### src/rtl/yadmc_pkg.sv
// Shared definitions for the yadmc command scheduler: FSM encoding and
// the width of the outstanding-refresh counter.
package yadmc_pkg;

  typedef enum logic [1:0] {
    StIdle    = 2'd0,
    StGrant   = 2'd1,
    StRefresh = 2'd2
  } state_e;

  localparam int unsigned PendW = 3;

endpackage

### src/rtl/yadmc_rr_pick.sv
// Combinational round-robin picker: selects the first requester at or after
// the pointer, wrapping, and reports it one-hot and as an index.
module yadmc_rr_pick #(
  parameter int unsigned NMasters = 4,
  parameter int unsigned IdxW     = $clog2(NMasters)
) (
  input  logic [NMasters-1:0] req_i,
  input  logic [IdxW-1:0]     ptr_i,
  output logic [NMasters-1:0] gnt_o,
  output logic [IdxW-1:0]     idx_o,
  output logic                valid_o
);

  logic [IdxW:0] cand;

  always_comb begin
    gnt_o   = '0;
    idx_o   = '0;
    valid_o = 1'b0;
    cand    = '0;
    for (int unsigned i = 0; i < NMasters; i++) begin
      // ptr_i < NMasters, so a single conditional subtract is a full modulo
      cand = {1'b0, ptr_i} + (IdxW + 1)'(i);
      if (cand >= (IdxW + 1)'(NMasters)) begin
        cand = cand - (IdxW + 1)'(NMasters);
      end
      if (!valid_o && req_i[cand[IdxW-1:0]]) begin
        valid_o                 = 1'b1;
        idx_o                   = cand[IdxW-1:0];
        gnt_o[cand[IdxW-1:0]]   = 1'b1;
      end
    end
  end

endmodule

### src/rtl/yadmc_sched.sv
// Round-robin command scheduler sharing the SDRAM sequencer between masters,
// with postponable periodic auto-refresh forced once MAX_POSTPONE are owed.
module yadmc_sched
  import yadmc_pkg::*;
#(
  parameter int unsigned NMASTERS     = 4,
  parameter int unsigned TREFI_W      = 12,
  parameter int unsigned MAX_POSTPONE = 4
) (
  input  logic                clk_i,
  input  logic                rst_ni,
  input  logic [TREFI_W-1:0]  trefi_i,
  input  logic [NMASTERS-1:0] req_i,
  output logic [NMASTERS-1:0] grant_o,
  output logic                refresh_o,
  input  logic                done_i,
  output logic [PendW-1:0]    pending_o
);

  localparam int unsigned IdxW = $clog2(NMASTERS);
  localparam logic [PendW-1:0] PendMax = PendW'(MAX_POSTPONE);

  state_e              state_q;
  logic [NMASTERS-1:0] grant_q;
  logic                refresh_q;
  logic [IdxW-1:0]     ptr_q;
  logic [IdxW-1:0]     gidx_q;
  logic [TREFI_W-1:0]  tcnt_q;
  logic [PendW-1:0]    pending_q, pending_d;

  logic                tick;
  logic                refr_done;
  logic [NMASTERS-1:0] pick_gnt;
  logic [IdxW-1:0]     pick_idx;
  logic                pick_valid;

  yadmc_rr_pick #(
    .NMasters (NMASTERS),
    .IdxW     (IdxW)
  ) u_pick (
    .req_i   (req_i),
    .ptr_i   (ptr_q),
    .gnt_o   (pick_gnt),
    .idx_o   (pick_idx),
    .valid_o (pick_valid)
  );

  // Up-counter equivalent of a down-counter loaded with trefi: the tick falls
  // where the down-count would read 1, and the reset value stays constant.
  assign tick      = (trefi_i != '0) && (tcnt_q == trefi_i - TREFI_W'(1));
  assign refr_done = (state_q == StRefresh) && done_i;

  always_comb begin
    pending_d = pending_q;
    if (tick && !refr_done) begin
      if (pending_q != PendMax) begin
        pending_d = pending_q + PendW'(1);
      end
    end else if (!tick && refr_done) begin
      pending_d = pending_q - PendW'(1);
    end
  end

  always_ff @(posedge clk_i or negedge rst_ni) begin
    if (!rst_ni) begin
      tcnt_q    <= '0;
      pending_q <= '0;
    end else begin
      tcnt_q    <= tick ? '0 : tcnt_q + TREFI_W'(1);
      pending_q <= pending_d;
    end
  end

  always_ff @(posedge clk_i or negedge rst_ni) begin
    if (!rst_ni) begin
      state_q   <= StIdle;
      grant_q   <= '0;
      refresh_q <= 1'b0;
      ptr_q     <= '0;
      gidx_q    <= '0;
    end else begin
      case (state_q)
        StIdle: begin
          if (pending_q == PendMax) begin
            refresh_q <= 1'b1;
            state_q   <= StRefresh;
          end else if (pick_valid) begin
            grant_q <= pick_gnt;
            gidx_q  <= pick_idx;
            state_q <= StGrant;
          end else if (pending_q != '0) begin
            refresh_q <= 1'b1;
            state_q   <= StRefresh;
          end
        end
        StGrant: begin
          if (done_i) begin
            grant_q <= '0;
            ptr_q   <= (gidx_q == IdxW'(NMASTERS - 1)) ? '0 : gidx_q + IdxW'(1);
            state_q <= StIdle;
          end
        end
        StRefresh: begin
          if (done_i) begin
            refresh_q <= 1'b0;
            state_q   <= StIdle;
          end
        end
        default: state_q <= StIdle;
      endcase
    end
  end

  assign grant_o   = grant_q;
  assign refresh_o = refresh_q;
  assign pending_o = pending_q;

endmodule

### config.mk
export PLATFORM = sky130hd
export DESIGN_NAME = yadmc_sched
export DESIGN_NICKNAME = d
export VERILOG_FILES = /design/src/rtl/yadmc_pkg.sv /design/src/rtl/yadmc_rr_pick.sv /design/src/rtl/yadmc_sched.sv
export SDC_FILE = /design/constraint.sdc
export NUM_CORES = 1
export LEC_CHECK = 0
export CAP_MARGIN = 20
export CORE_UTILIZATION = 55
export CTS_BUF_LIST = sky130_fd_sc_hd__clkbuf_16
export CTS_CLUSTER_SIZE = 24
export DETAILED_ROUTE_END_ITERATION = 8
export PLACE_DENSITY = 0.79
export SLEW_MARGIN = 20
export SYNTH_ARGS = -nofsm -noshare
export SYNTH_HDL_FRONTEND = slang
export SYNTH_SLANG_ARGS = --single-unit
### constraint.sdc
create_clock -name clk_i -period 3.4 [get_ports clk_i]
set_clock_uncertainty 0.15 [all_clocks]
set_input_delay 0.68 -clock clk_i [delete_from_list [all_inputs] [get_ports clk_i]]
set_output_delay 0.68 -clock clk_i [all_outputs]
set_load 0.01 [all_outputs]
==> summary.txt <==
Status = finished, final reports clean
Share of the synthesized area in the top cell type = 31.2%
Synth area leader = dfrtp_1
Mapped Nets = 264
PwrDens = 686 nW/um^2
Nets = 322
Flops & latches, synth = 26
DR pass1 iterations = 4
Synth unique cells = 47
Peak supply drop = 452 uV
RSZ-0062 raised after global routing = yes
Detail Route Antenna Nets = 0
Final Setup Violations = 0
Worst-path clk slew = 0.06 ns
CP max stage cell = clkdlybuf4s50_1
Slew headroom = 61.6%
Root buf cell = clkbuf_16
Most used DFF post-synth = dfrtp_1
Final Max Slew Viols = 0
Crit. End Element = flip-flop
Longest Clk Path Bufs = 2
Static Leakage = 1.21 nW
Setup TNS = 0 ns
RePlAce Congestion = 0.831
Routed WL per cell = 15.8 um
Post-synthesis sequential area ratio = 31.2%
Final non-filler cell total = 334
Worst R2R Path Depth = 10
Crit-path max FO = 2
Synthesis-to-layout area growth = 34.1%
Sink Count = 26
Routed wire length = 5280 um
GRT Overall Usage = 26.3%
Crit share post-route = 98.8%
Placed cells = 327
Final Instance Area = 2800 um^2
Hold path cells = 2
Hold/Removal Path Class = flip-flop to flip-flop
Placed inst area = 2600 um^2
Period minus WS final = 3.36 ns
CTS tree = done
I/O pin total = 27
DRC = 0
Synth Cell Area = 2090 um^2
Fraction of registers with async set/reset = 100%
Pre-CTS WS = -0.798 ns
Core ar. = 3660 um^2
Setup ws final = 0.0415 ns
CP required = 3.43 ns
Clk_lat worst skew = 0.26 ns
Worst Max-Slew Pin Slew = 0.571 ns
Bufs and invs on worst path = 2
Final core occ = 76.4%
Vias per cell = 5.87
FMAX = 0.298 GHz
Post-synth EDFFs = 0
DP Wirelength = 3350 um
Most common cell after layout, fill and taps aside = buf_4
Vias in the first global route = 1876
Port bufs = 26
CP cell instances = clkdlybuf4s50_1 > buf_4 > xnor2_1 > or4_1 > nor3_4 > a311oi_4 > nor4_4 > nand2_1 > fa_2 > or2_4 > o21a_1 > a22oi_1
Die area = 4040 um^2
Grt total ovfl = 0
Crit path max-delay family = simple AND/OR/NAND/NOR gates
Cells after Synth = 230
Die height = 63.6 um
Total of max-cap violations = 0
CTS buffer count = 3
Hold Worst Slack = 0.345 ns
Final Hold Fails = 0
Largest net degree at the start of global routing = 27
Share of layout cells above drive strength 1 = 24.8%
Starting density of the core = 57.0%
Synth area leaders = dfrtp_1, ha_1, xor2_1, nor2_1, xnor2_1
Critical path type = primary input to flip-flop
Syn Area/Cell = 9.07 um^2
Global-route wire length before repair = 8400 um
Via count = 1959
DRC violation total after the first TritonRoute iteration = 167
Arrival @ worst endpoint = 3.38 ns
Antenna diodes = 0
CTS H-tree lvls = 1
Most frequent cells in the layout = buf_4, nor2_1, dfrtp_1
Rows = 22
CP max stage delay = 0.47 ns
Total power = 1.92 mW
CP startpoint kind = primary input
Critical path depth = 12
Die W = 63.6 um
Ys Warns = 0
Antenna violations before repair = 0
==> flip-flops by register name, summed over array words and instances (netlist names) <==
signal,flops
pending_o,3
ptr_q,2
gidx_q,2
state_q,2
tcnt_q,12
refresh_o,1
grant_o,4
==> path summary, 6_finish.rpt <==
check                                       from                        to  slack (ns)
hold reg to reg            gidx_q[1]$_DFFE_PN0P_     gidx_q[1]$_DFFE_PN0P_        0.34
hold / removal             gidx_q[1]$_DFFE_PN0P_     gidx_q[1]$_DFFE_PN0P_        0.34
max in group asynchronous                 rst_ni    state_q[1]$_DFFE_PN0P_        2.20
setup / recovery                      trefi_i[7]  pending_o[2]$_DFFE_PN0P_        0.04
min in group asynchronous                 rst_ni       tcnt_q[7]$_DFF_PN0_        0.65
setup reg to reg             tcnt_q[2]$_DFF_PN0_  pending_o[2]$_DFFE_PN0P_        0.51
==> per-layer routing <==
| layer | global-route usage, % | share of wire [%] | up-vias |
|---|---|---|---|
| met5 | 0 | 0 | - |
| met4 | 10.8 | 2.0 | 0 |
| met3 | 3.26 | 4.0 | 12 |
| met2 | 41.4 | 49 | 65 |
| met1 | 36.3 | 45 | 940 |
| li1 | - | - | 942 |
==> tightest hold or removal path, stage by stage, from the launching register on <==
cell	delay (ns)
dfrtp_1	0.35
nand2_1	0.04
o21ai_0	0.07
==> layout make-up <==
class                   instances  area, um^2
inverters                      13        48.8
clock buffers                   3        75.1
multi-input cells             186        1460
flip-flops and latches         26         651
fillers                       257         865
repair buffers                 58         499
well taps                      48        60.1
==> Yosys cell counts (2+ instances only) <==
cell and n:
mux2_2 5, or2_2 5, o22ai_1 4, mux2i_1 7, a21oi_1 6, nor2b_1 3, o21a_1 2, a221oi_1 4
mux4_2 2, nand3_1 9, inv_1 13, nor2_1 28, xnor2_1 11, dfrtp_1 26, o31a_1 2, xor2_1 13
or4_1 2, nor4_1 2, clkbuf_1 4, o21ai_0 12, a22oi_1 6, o31ai_1 2, nand2_1 13, nand4_1 4
and3_1 4, ha_1 14, nor3_1 5, nor3b_1 3
==> report_power, final <==
group	internal, mW	leakage, nW	switching [mW]
sequential	0.420	0.326	0.111
combinational	0.534	0.847	0.594
clock	0.156	0.0370	0.102
total	1.11	1.21	0.807
==> timing repair <==
action,4_1_cts,5_1_grt
endpoints found under the setup margin,3,2
hold buffers,0,0
setup buffers,4,0
pin swaps,11,9
gates resized for setup,21,14
==> cells by family (layout without fill, tap and decap cells) <==
group                    after synthesis  after routing  share of synthesized area [%]
adder cells (fa/ha/maj)               15             15                           9.36
AO/OA/AOI/OAI                         45             45                           14.5
AND/OR/NAND/NOR                       87             87                           22.8
buffers and inverters                 18             74                           3.30
multiplexers                          15             15                           8.76
XOR/XNOR                              24             24                           10.1
flip-flops                            26             26                           31.2
Note: power is estimated with default switching activity, not from simulation.
